[src/rtl/mips_multi_pkg.sv]
// mips_multi_pkg: shared constants for the multicycle MIPS controller.
// Holds state encodings, opcode/funct codes, ALU selects and the datapath
// control bundle used inside the controller.
package mips_multi_pkg;

  localparam int unsigned STATE_W = 4;
  localparam int unsigned OP_W    = 6;
  localparam int unsigned ALU_W   = 4;

  // FSM state encodings (12-14 unused)
  localparam logic [3:0] ST_FETCH   = 4'd0;
  localparam logic [3:0] ST_DECODE  = 4'd1;
  localparam logic [3:0] ST_MEMADR  = 4'd2;
  localparam logic [3:0] ST_MEMRD   = 4'd3;
  localparam logic [3:0] ST_MEMWB   = 4'd4;
  localparam logic [3:0] ST_MEMWR   = 4'd5;
  localparam logic [3:0] ST_EXECUTE = 4'd6;
  localparam logic [3:0] ST_ALUWB   = 4'd7;
  localparam logic [3:0] ST_BRANCH  = 4'd8;
  localparam logic [3:0] ST_ADDIEX  = 4'd9;
  localparam logic [3:0] ST_ADDIWB  = 4'd10;
  localparam logic [3:0] ST_JUMP    = 4'd11;
  localparam logic [3:0] ST_ERROR   = 4'd15;

  // Opcodes
  localparam logic [5:0] OP_RTYPE = 6'b000000;
  localparam logic [5:0] OP_LW    = 6'b100011;
  localparam logic [5:0] OP_SW    = 6'b101011;
  localparam logic [5:0] OP_BEQ   = 6'b000100;
  localparam logic [5:0] OP_ADDI  = 6'b001000;
  localparam logic [5:0] OP_J     = 6'b000010;

  // R-type funct codes
  localparam logic [5:0] FN_ADD = 6'b100000;
  localparam logic [5:0] FN_SUB = 6'b100010;
  localparam logic [5:0] FN_AND = 6'b100100;
  localparam logic [5:0] FN_OR  = 6'b100101;
  localparam logic [5:0] FN_SLT = 6'b101010;
  localparam logic [5:0] FN_NOR = 6'b100111;

  // ALU selects
  localparam logic [3:0] ALU_AND = 4'b0000;
  localparam logic [3:0] ALU_OR  = 4'b0001;
  localparam logic [3:0] ALU_ADD = 4'b0010;
  localparam logic [3:0] ALU_SUB = 4'b0110;
  localparam logic [3:0] ALU_SLT = 4'b0111;
  localparam logic [3:0] ALU_NOR = 4'b1100;

  // ALU B-operand and PC source selects
  localparam logic [1:0] ALUB_B     = 2'b00;
  localparam logic [1:0] ALUB_FOUR  = 2'b01;
  localparam logic [1:0] ALUB_IMM   = 2'b10;
  localparam logic [1:0] ALUB_IMMSH = 2'b11;
  localparam logic [1:0] PC_ALU     = 2'b00;
  localparam logic [1:0] PC_ALUOUT  = 2'b01;
  localparam logic [1:0] PC_JUMP    = 2'b10;

  // Datapath control bundle driven by the controller
  typedef struct packed {
    logic       iord;
    logic       mem_read;
    logic       mem_write;
    logic       ir_write;
    logic       reg_dst;
    logic       mem_to_reg;
    logic       reg_write;
    logic       alu_src_a;
    logic [1:0] alu_src_b;
    logic [3:0] alu_ctrl;
    logic [1:0] pc_src;
    logic       pc_en;
  } ctrl_t;

endpackage

[src/rtl/mips_multi_if.sv]
// mips_multi_if: controller <-> datapath signal bundle.
//   master (controller): in  opcode, funct, zero, mem_ready
//                        out datapath controls, state_o
//   slave  (datapath):   the reverse
interface mips_multi_if;

  logic [5:0] opcode;
  logic [5:0] funct;
  logic       zero;
  logic       mem_ready;
  logic       iord;
  logic       mem_read;
  logic       mem_write;
  logic       ir_write;
  logic       reg_dst;
  logic       mem_to_reg;
  logic       reg_write;
  logic       alu_src_a;
  logic [1:0] alu_src_b;
  logic [3:0] alu_ctrl;
  logic [1:0] pc_src;
  logic       pc_en;
  logic [3:0] state_o;

  modport master (
    input  opcode, funct, zero, mem_ready,
    output iord, mem_read, mem_write, ir_write, reg_dst, mem_to_reg,
           reg_write, alu_src_a, alu_src_b, alu_ctrl, pc_src, pc_en, state_o
  );

  modport slave (
    output opcode, funct, zero, mem_ready,
    input  iord, mem_read, mem_write, ir_write, reg_dst, mem_to_reg,
           reg_write, alu_src_a, alu_src_b, alu_ctrl, pc_src, pc_en, state_o
  );

endinterface

[src/rtl/mips_alu_decoder.sv]
// mips_alu_decoder: combinational R-type funct -> ALU select.
//   funct       in  6  instruction bits [5:0]
//   alu_ctrl    out 4  ALU select (ADD when funct is unknown)
//   funct_valid out 1  funct is one of the supported R-type operations
module mips_alu_decoder
  import mips_multi_pkg::*;
(
  input  logic [5:0] funct,
  output logic [3:0] alu_ctrl,
  output logic       funct_valid
);

  always_comb begin
    alu_ctrl    = ALU_ADD;
    funct_valid = 1'b1;
    case (funct)
      FN_ADD:  alu_ctrl = ALU_ADD;
      FN_SUB:  alu_ctrl = ALU_SUB;
      FN_AND:  alu_ctrl = ALU_AND;
      FN_OR:   alu_ctrl = ALU_OR;
      FN_SLT:  alu_ctrl = ALU_SLT;
      FN_NOR:  alu_ctrl = ALU_NOR;
      default: funct_valid = 1'b0;
    endcase
  end

endmodule

[src/rtl/mips_multi_control.sv]
// mips_multi_control: multicycle MIPS main controller FSM.
//   clk    in  single clock, rising edge
//   reset  in  synchronous active-high reset (state -> FETCH)
//   bus    mips_multi_if.master: opcode/funct/zero/mem_ready in,
//          datapath controls and state_o (debug) out
// Parameter ILLEGAL_TRAP: 1 = unknown opcode/funct halts in ERROR,
//                         0 = unknown opcode/funct falls back to FETCH.
// Macro MIPS_MULTI_ADDI_EN: when defined, addi (ADDIEX/ADDIWB) is supported;
// otherwise opcode 001000 is treated as illegal.
module mips_multi_control
  import mips_multi_pkg::*;
#(
  parameter int unsigned ILLEGAL_TRAP = 1
) (
  input  logic         clk,
  input  logic         reset,
  mips_multi_if.master bus
);

  logic [3:0] state;
  logic [3:0] state_nxt;
  logic [3:0] illegal_nxt;
  logic [3:0] fn_alu;
  logic       fn_valid;
  ctrl_t      ctl;

  mips_alu_decoder u_alu_dec (
    .funct       (bus.funct),
    .alu_ctrl    (fn_alu),
    .funct_valid (fn_valid)
  );

  assign illegal_nxt = (ILLEGAL_TRAP != 0) ? ST_ERROR : ST_FETCH;

  // State register
  always_ff @(posedge clk) begin
    if (reset) state <= ST_FETCH;
    else       state <= state_nxt;
  end

  // Next-state and Moore control decode (mem_ready/zero qualify pc_en/ir_write)
  always_comb begin
    state_nxt = state;
    ctl       = '0;
    case (state)
      ST_FETCH: begin
        ctl.mem_read  = 1'b1;
        ctl.alu_src_b = ALUB_FOUR;
        ctl.alu_ctrl  = ALU_ADD;
        ctl.pc_src    = PC_ALU;
        if (bus.mem_ready) begin
          ctl.ir_write = 1'b1;
          ctl.pc_en    = 1'b1;
          state_nxt    = ST_DECODE;
        end
      end
      ST_DECODE: begin
        ctl.alu_src_b = ALUB_IMMSH;
        ctl.alu_ctrl  = ALU_ADD;
        case (bus.opcode)
          OP_LW, OP_SW: state_nxt = ST_MEMADR;
          OP_RTYPE:     state_nxt = fn_valid ? ST_EXECUTE : illegal_nxt;
          OP_BEQ:       state_nxt = ST_BRANCH;
`ifdef MIPS_MULTI_ADDI_EN
          OP_ADDI:      state_nxt = ST_ADDIEX;
`endif
          OP_J:         state_nxt = ST_JUMP;
          default:      state_nxt = illegal_nxt;
        endcase
      end
      ST_MEMADR: begin
        ctl.alu_src_a = 1'b1;
        ctl.alu_src_b = ALUB_IMM;
        ctl.alu_ctrl  = ALU_ADD;
        // opcode is stable here; anything other than lw/sw cannot reach this state
        if (bus.opcode == OP_LW)      state_nxt = ST_MEMRD;
        else if (bus.opcode == OP_SW) state_nxt = ST_MEMWR;
        else                          state_nxt = ST_FETCH;
      end
      ST_MEMRD: begin
        ctl.iord     = 1'b1;
        ctl.mem_read = 1'b1;
        if (bus.mem_ready) state_nxt = ST_MEMWB;
      end
      ST_MEMWB: begin
        ctl.mem_to_reg = 1'b1;
        ctl.reg_write  = 1'b1;
        state_nxt      = ST_FETCH;
      end
      ST_MEMWR: begin
        ctl.iord      = 1'b1;
        ctl.mem_write = 1'b1;
        if (bus.mem_ready) state_nxt = ST_FETCH;
      end
      ST_EXECUTE: begin
        ctl.alu_src_a = 1'b1;
        ctl.alu_src_b = ALUB_B;
        ctl.alu_ctrl  = fn_alu;
        state_nxt     = ST_ALUWB;
      end
      ST_ALUWB: begin
        ctl.reg_dst   = 1'b1;
        ctl.reg_write = 1'b1;
        state_nxt     = ST_FETCH;
      end
      ST_BRANCH: begin
        ctl.alu_src_a = 1'b1;
        ctl.alu_src_b = ALUB_B;
        ctl.alu_ctrl  = ALU_SUB;
        ctl.pc_src    = PC_ALUOUT;
        ctl.pc_en     = bus.zero;
        state_nxt     = ST_FETCH;
      end
`ifdef MIPS_MULTI_ADDI_EN
      ST_ADDIEX: begin
        ctl.alu_src_a = 1'b1;
        ctl.alu_src_b = ALUB_IMM;
        ctl.alu_ctrl  = ALU_ADD;
        state_nxt     = ST_ADDIWB;
      end
      ST_ADDIWB: begin
        ctl.reg_write = 1'b1;
        state_nxt     = ST_FETCH;
      end
`endif
      ST_JUMP: begin
        ctl.pc_src = PC_JUMP;
        ctl.pc_en  = 1'b1;
        state_nxt  = ST_FETCH;
      end
      ST_ERROR: state_nxt = ST_ERROR;
      default:  state_nxt = ST_FETCH;
    endcase
  end

  // Write enables are suppressed while reset is held so nothing commits mid-reset
  assign bus.iord       = ctl.iord;
  assign bus.mem_read   = ctl.mem_read;
  assign bus.mem_write  = ctl.mem_write & ~reset;
  assign bus.ir_write   = ctl.ir_write & ~reset;
  assign bus.reg_dst    = ctl.reg_dst;
  assign bus.mem_to_reg = ctl.mem_to_reg;
  assign bus.reg_write  = ctl.reg_write & ~reset;
  assign bus.alu_src_a  = ctl.alu_src_a;
  assign bus.alu_src_b  = ctl.alu_src_b;
  assign bus.alu_ctrl   = ctl.alu_ctrl;
  assign bus.pc_src     = ctl.pc_src;
  assign bus.pc_en      = ctl.pc_en & ~reset;
  assign bus.state_o    = state;

endmodule

[src/flat_wrapper.sv]
// flat-port wrapper written by rule: the top's interface ports become plain ports
module mips_multi_control_flat import mips_multi_pkg::*;
#(
  parameter int unsigned ILLEGAL_TRAP = 1
)
  (clk, reset, bus_opcode, bus_funct, bus_zero, bus_mem_ready, bus_iord, bus_mem_read, bus_mem_write, bus_ir_write, bus_reg_dst, bus_mem_to_reg, bus_reg_write, bus_alu_src_a, bus_alu_src_b, bus_alu_ctrl, bus_pc_src, bus_pc_en, bus_state_o);
  mips_multi_if bus_i ();
  input  logic clk;
  input  logic reset;
  input wire logic [$bits(bus_i.opcode)-1:0] bus_opcode;
  input wire logic [$bits(bus_i.funct)-1:0] bus_funct;
  input wire logic [$bits(bus_i.zero)-1:0] bus_zero;
  input wire logic [$bits(bus_i.mem_ready)-1:0] bus_mem_ready;
  output wire logic [$bits(bus_i.iord)-1:0] bus_iord;
  output wire logic [$bits(bus_i.mem_read)-1:0] bus_mem_read;
  output wire logic [$bits(bus_i.mem_write)-1:0] bus_mem_write;
  output wire logic [$bits(bus_i.ir_write)-1:0] bus_ir_write;
  output wire logic [$bits(bus_i.reg_dst)-1:0] bus_reg_dst;
  output wire logic [$bits(bus_i.mem_to_reg)-1:0] bus_mem_to_reg;
  output wire logic [$bits(bus_i.reg_write)-1:0] bus_reg_write;
  output wire logic [$bits(bus_i.alu_src_a)-1:0] bus_alu_src_a;
  output wire logic [$bits(bus_i.alu_src_b)-1:0] bus_alu_src_b;
  output wire logic [$bits(bus_i.alu_ctrl)-1:0] bus_alu_ctrl;
  output wire logic [$bits(bus_i.pc_src)-1:0] bus_pc_src;
  output wire logic [$bits(bus_i.pc_en)-1:0] bus_pc_en;
  output wire logic [$bits(bus_i.state_o)-1:0] bus_state_o;
  assign bus_i.opcode = bus_opcode;
  assign bus_i.funct = bus_funct;
  assign bus_i.zero = bus_zero;
  assign bus_i.mem_ready = bus_mem_ready;
  assign bus_iord = bus_i.iord;
  assign bus_mem_read = bus_i.mem_read;
  assign bus_mem_write = bus_i.mem_write;
  assign bus_ir_write = bus_i.ir_write;
  assign bus_reg_dst = bus_i.reg_dst;
  assign bus_mem_to_reg = bus_i.mem_to_reg;
  assign bus_reg_write = bus_i.reg_write;
  assign bus_alu_src_a = bus_i.alu_src_a;
  assign bus_alu_src_b = bus_i.alu_src_b;
  assign bus_alu_ctrl = bus_i.alu_ctrl;
  assign bus_pc_src = bus_i.pc_src;
  assign bus_pc_en = bus_i.pc_en;
  assign bus_state_o = bus_i.state_o;
  mips_multi_control #(.ILLEGAL_TRAP(ILLEGAL_TRAP)) u_core (.clk(clk), .reset(reset), .bus(bus_i));
endmodule
[config.mk]
export PLATFORM = sky130hd
export DESIGN_NAME = mips_multi_control_flat
export DESIGN_NICKNAME = d
export VERILOG_FILES = /design/src/rtl/mips_multi_pkg.sv /design/src/rtl/mips_multi_if.sv /design/src/rtl/mips_alu_decoder.sv /design/src/rtl/mips_multi_control.sv /design/src/flat_wrapper.sv
export SDC_FILE = /design/constraint.sdc
export NUM_CORES = 1
export LEC_CHECK = 0
export BUFFER_PORTS_ARGS = -buffer_cell sky130_fd_sc_hd__buf_4
export CAP_MARGIN = 5
export CELL_PAD_IN_SITES_DETAIL_PLACEMENT = 1
export CELL_PAD_IN_SITES_GLOBAL_PLACEMENT = 2
export CORE_MARGIN = 3
export CORE_UTILIZATION = 21
export CTS_BUF_LIST = sky130_fd_sc_hd__clkbuf_16
export DETAILED_ROUTE_END_ITERATION = 7
export MAX_ROUTING_LAYER = met4
export PLACE_DENSITY_LB_ADDON = 0.3
export SLEW_MARGIN = 5
export SYNTH_ARGS = -nofsm -noshare
export SYNTH_HDL_FRONTEND = slang
export SYNTH_SLANG_ARGS = --single-unit
[constraint.sdc]
create_clock -name clk -period 2.46 [get_ports clk]
set_input_delay 0.492 -clock clk [delete_from_list [all_inputs] [get_ports clk]]
set_output_delay 0.492 -clock clk [all_outputs]
set_load 0.01 [all_outputs]
==> run metrics, run 1 <==
# nets final 153; Chip Height 62.9 µm; DP Worst Slack 0.279 ns; total of max-cap violations 0; Post-Layout Cell Count 179; post_cts resized 0; Top Layer Used met4; Crit-path slowest cell dfxtp_1; P_leak 0.482 nW; Yosys warnings 0; Max Slew Vio Count 0; NetSw 399 µW; WL/cell 13.6 µm; first-pass GRT wire length 4.33 mm; CTS Buffer Depth 2; CP bufs+invs 1; Cell Chain, Critical Path or2_2 -> or3_1 -> nor3_1 -> o21bai_1 -> buf_4; Crit Path Max Fanout 6; post-route ant nets 0; Rows 20; Hold-fix buffers, CTS 0; initial drt markers 16; Worst Setup Path Type register to primary output; delay-heaviest family, CP simple AND/OR/NAND/NOR gates; max reg flops 4; crit path time final approximately 2.2 ns; DIE AREA 0.00395 mm²; Reg2Reg Launch Point u_core.bus.state_o[1]; routed wl met2 around 1.2 mm; Root Buffer clkbuf_16; cts bufs inserted 3; Synth-to-Final Area Change 53.8%; endpoints failing setup 0; RSZ-0062 raised after global routing false; DR vias 879; ranking of synthesized cells by area dfxtp_1 12%, nor3_1 6.6%, nor2_1 6.1%; leading area contributor after synthesis dfxtp_1; Crit. End Element primary output; switching part of the total 40.3%; relative slew slack 71.2%; DRC Markers 0; Async SR Flop Fraction 0%; n_diodes 0; Setup Buffers After CTS 0; total clock sinks 4; Data arrival, critical path 1.71 ns; clock latency at the later pin of the worst-skew pair ~0.23 ns; Seq/Total Area, Yosys 11.8%; clock share of power between 20% and 30%; crit path from u_core.bus.state_o[3]; Comb power frac roughly 63%; CP Launch Type register; hpwl dp 1.98 mm; via count of the first global-routing pass 941; setup ws final approximately 0.26 ns; clock slew at reported path FFs 0.03 ns; vias per std cell 4.91; Core ar. between 0.003 and 0.004 mm²; Clock Skew 0.00190 ns; fmax 455 MHz; H-tree levels 1; VDD IR max 0.000227 V; Yosys top cell area share 11.8%; status finished, final reports clean; number of port buffers 36; Initial Util between 20% and 30%; TritonCTS clock tree built; library cells used by synthesis 41; Synth Register Bits 4; Post-synth EDFFs 0; syn nets approximately 120; Power Density 948 mW/mm²; drt pass-1 iters 6; Period Utilization, post-route a little under 90%; share of cells above drive strength 1 37.0%; total track usage 13.9%; Post-Synthesis Cells 99; Top FF cell, synth dfxtp_1; Die Width 62.9 µm; Fin. Hold Viols 0; Hold Path Origin reset; sequential share of power roughly 12%; Syn Area/Cell 6.86 µm²; largest net degree at the start of global routing 15; setup TNS 0 ns; routed wl met3 roughly 160 µm; CP max stage delay around 0.34 ns; hold crit path type input port to register; initial antenna violation count 0; WL final 2.44 mm; post-synth design cell area 679 µm²; IO Pins 37; M1 WL 1.07 mm; DP Cell Count 176; global route overflow 0; Finished Core Util 33.9%; RD Place Congestion 0.786; Internal Pwr Total 591 µW; Worst-Margin Slew 0.428 ns; Req. time, crit path 1.97 ns
## power by group through the flow
stage          Clock [mW]  Sequential [mW]  Combinational, mW
6_report            0.257            0.114              0.618
5_1_grt             0.267            0.122              0.689
4_1_cts             0.263            0.115              0.627
3_5_place_dp            0            0.115              0.625
3_3_place_gp            0            0.115              0.621
2_1_floorplan           0            0.113              0.393
## cells in the mapped netlist, types with 2 or more instances
| library cell | instances |
|---|---|
| a211oi_1 | 2 |
| a21oi_1 | 7 |
| a22o_1 | 2 |
| buf_6 | 3 |
| clkbuf_1 | 3 |
| dfxtp_1 | 4 |
| inv_1 | 4 |
| mux2i_1 | 2 |
| nand2_1 | 9 |
| nand2b_1 | 6 |
| nand3b_1 | 2 |
| nor2_1 | 11 |
| nor2b_1 | 3 |
| nor3_1 | 9 |
| o21ai_0 | 5 |
| o31ai_1 | 2 |
## per-layer routing
| layer | track usage [%] | vias up |
|---|---|---|
| met3 | 3.96 | 5 |
| met4 | 5.79 | 0 |
| li1 | - | 432 |
| met2 | 22.4 | 27 |
| met1 | 16.0 | 415 |
| met5 | - | - |
## final timing paths
check | endpoint | slack (ns) | cells past startpoint
min | u_core.bus.state_o[3] | 0.49 | 2
max | bus_pc_en | 0.26 | 5
min reg2reg | u_core.bus.state_o[0] | 0.70 | 3
max reg2reg | u_core.bus.state_o[2] | 0.90 | 6
## worst register-to-register path, delay by kind of cell (launching register included)
kind	cells	cell delay, ns
buffers and inverters	1	0.24
and+or+nand+nor	2	0.29
DFF	1	0.39
AOI/OAI and AO/OA	3	0.54
## metrics by stage
step                      area [µm²]  hold slack, ns  total power, mW
after floorplan                  679           0.658            0.506
after global placement           970           0.710            0.736
after detailed placement         970           0.714            0.741
after CTS                       1040           0.492             1.01
after global routing            1040           0.508             1.08
final                           1040           0.494            0.990
## layout make-up
cell class,instances,area (µm²)
fill,396,2030
multi-input combinational,83,512
timing repair buffer,41,308
sequential,4,80.1
clock buffer,3,75.1
tap,44,55.1
inverter,4,15.0
## cells by family after synthesis
kind of cell / Yosys count / synth area share, %
AND/OR/NAND/NOR: 49 / 38.9
AO/OA/AOI/OAI: 30 / 30.8
buffers and inverters: 12 / 12.9
flip-flops: 4 / 11.8
multiplexers: 2 / 2.95
XOR/XNOR: 1 / 1.29
adder cells (fa/ha/maj): 1 / 1.47
## cell usage in the layout, fill, tap and decap left out, types with 2 or more instances in the layout
master / Yosys / layout
nor3_1: 9 / 9
nor2b_1: 3 / 3
clkbuf_16: 0 / 3
nand3b_1: 2 / 2
a22o_1: 2 / 2
nor2_1: 11 / 11
dfxtp_1: 4 / 4
mux2i_1: 2 / 2
nand2b_1: 6 / 6
buf_4: 1 / 41
o31ai_1: 2 / 2
a211oi_1: 2 / 2
nand2_1: 9 / 9
a21oi_1: 7 / 7
o21ai_0: 5 / 5
inv_1: 4 / 4
Power figures use the tool's default switching activity.
==> inputs of run 2 (changes only) <==
- CELL_PAD_IN_SITES_DETAIL_PLACEMENT: 1 -> 0
- CELL_PAD_IN_SITES_GLOBAL_PLACEMENT: 2 -> 1
- CORE_UTILIZATION: 21 -> 29
==> run 2 against run 1 <==
Compared with the run above:
- wire length is 8.2% lower
- clock skew shrank 0.00087 ns
- sequential power fell by 4%
- via count is 1.0% lower
- cell area decreased by 2.8%
- critical path type unchanged
- largest cell class unchanged
- largest power group unchanged
==> run metrics, run 2 (synthesis gave the netlist of run 1 again) <==
CP Launch Type register; initial antenna violation count 0; vias per std cell 5.40; Req. time, crit path 1.97 ns; DIE AREA 0.00296 mm²; global route overflow 0; Max Slew Vio Count 0; largest net degree at the start of global routing 18; met2 Track Usage GR 25.7%; cts bufs inserted 3; fmax around 450 MHz; hold crit path type input port to register; Cell Chain, Critical Path or2_2 -> or3_1 -> nor3_1 -> o21bai_1 -> buf_4; Initial Util around a third; first-pass GRT wire length ~3.6 mm; Clock Skew 0.00103 ns; clock slew at reported path FFs ~0.030 ns; WL/cell 13.9 µm; clock latency at the later pin of the worst-skew pair approximately 0.23 ns; Data arrival, critical path ~1.8 ns; Period Utilization, post-route 91.3%; NetSw 396 µW; Die Width 54.4 µm; Comb power frac 62.3%; status finished, final reports clean; RSZ-0062 raised after global routing false; WL final about 2.2 mm; most frequent cells in the layout 40 x buf_4, 11 x nor2_1, 9 x nand2_1, 9 x nor3_1, 7 x a21oi_1; hpwl dp roughly 1.7 mm; total power 983 µW; number of port buffers 36; sequential share of power about 11%; TritonCTS clock tree built; DRC Markers 0; post-route ant nets 0; CP max stage delay between 0.3 and 0.4 ns; setup TNS 0 ns; H-tree levels 1; RD Place Congestion 0.878; Finished Core Util 48.8%; Fin. Hold Viols 0; relative slew slack between 70% and 80%; IO Pins 37; post_cts resized 0; Crit. End Element primary output; # nets final around 150; Core ar. roughly 0.0021 mm²; Power Density 967 mW/mm²; Rows 16; Root Buffer clkbuf_16; Worst Setup Path Type register to primary output; max reg flops 4; Chip Height between 50 and 60 µm; drt pass-1 iters 4; most used routing layer met2; Hold-fix buffers, CTS 0; Setup Buffers After CTS 0; total of max-cap violations 0; total clock sinks 4; P_leak 0.476 nW; DR vias 870; via count of the first global-routing pass 768; Synth-to-Final Area Change 49.5%; met1 usage 22.7%; n_diodes 0; total track usage 17.5%; Crit-path slowest cell or2_2; Internal Pwr Total about 590 µW; switching part of the total between 40 and 50%; share of cells above drive strength 1 36.6%; VDD IR max 0.000499 V; met3 GRT Util 3.27%; Crit Path Max Fanout 6; most common cell after layout, fill and taps aside buf_4; Worst-Margin Slew 0.394 ns; CTS Buffer Depth 2; clock share of power about a quarter; endpoints failing setup 0; crit path time final 2.25 ns; initial drt markers 18
run 2: cell types whose count changed in the layout (fill, tap and decap cells not counted):
| cell | change |
|---|---|
| buf_4 | -1 |
run 2: metrics by stage:
stage	hold WS, ns	area [µm²]	cells	setup slack (ns)
floorplan	0.658	679	99	0.368
global placement	0.686	941	158	0.313
detailed placement	0.697	941	158	0.302
CTS	0.505	1020	161	0.218
global route	0.521	1020	161	0.129
finish	0.504	1020	161	0.214
run 2: final cells by class:
cell class                 count  area [µm²]
inverter                       4        15.0
clock buffer                   3        75.1
sequential                     4        80.1
fill                         226        1070
timing repair buffer          40         300
tap                           27        33.8
multi-input combinational     83         512
run 2: path summary, 6_finish.rpt:
check,start,to,slack [ns],cells past startpoint
max,u_core.bus.state_o[2],bus_pc_en,0.21,5
min,reset,u_core.bus.state_o[3],0.50,2
max reg2reg,u_core.bus.state_o[1],u_core.bus.state_o[2],0.98,6
min reg2reg,u_core.bus.state_o[2],u_core.bus.state_o[0],0.70,3
run 2: layer usage:
layer,vias up,part of all wire [%],wire length [µm]
met3,6,5.1,115
met1,399,46,1040
li1,432,-,-
met2,33,46,1040
met5,-,0,0
met4,0,2.3,51
run 2: critical path: cells and delay by family, from the launching register on:
family,cells,cell delay [ns]
simple gates,3,0.92
flops,1,0.29
compound gates,1,0.17
buf+inv,1,0.14
run 2: power by group through the flow:
| stage | registers [mW] | clock network [mW] | logic [mW] |
|---|---|---|---|
| global placement | 0.110 | 0 | 0.615 |
| CTS | 0.109 | 0.263 | 0.617 |
| global route | 0.111 | 0.270 | 0.675 |
| floorplan | 0.113 | 0 | 0.393 |
| finish | 0.109 | 0.262 | 0.613 |
| detailed placement | 0.110 | 0 | 0.614 |
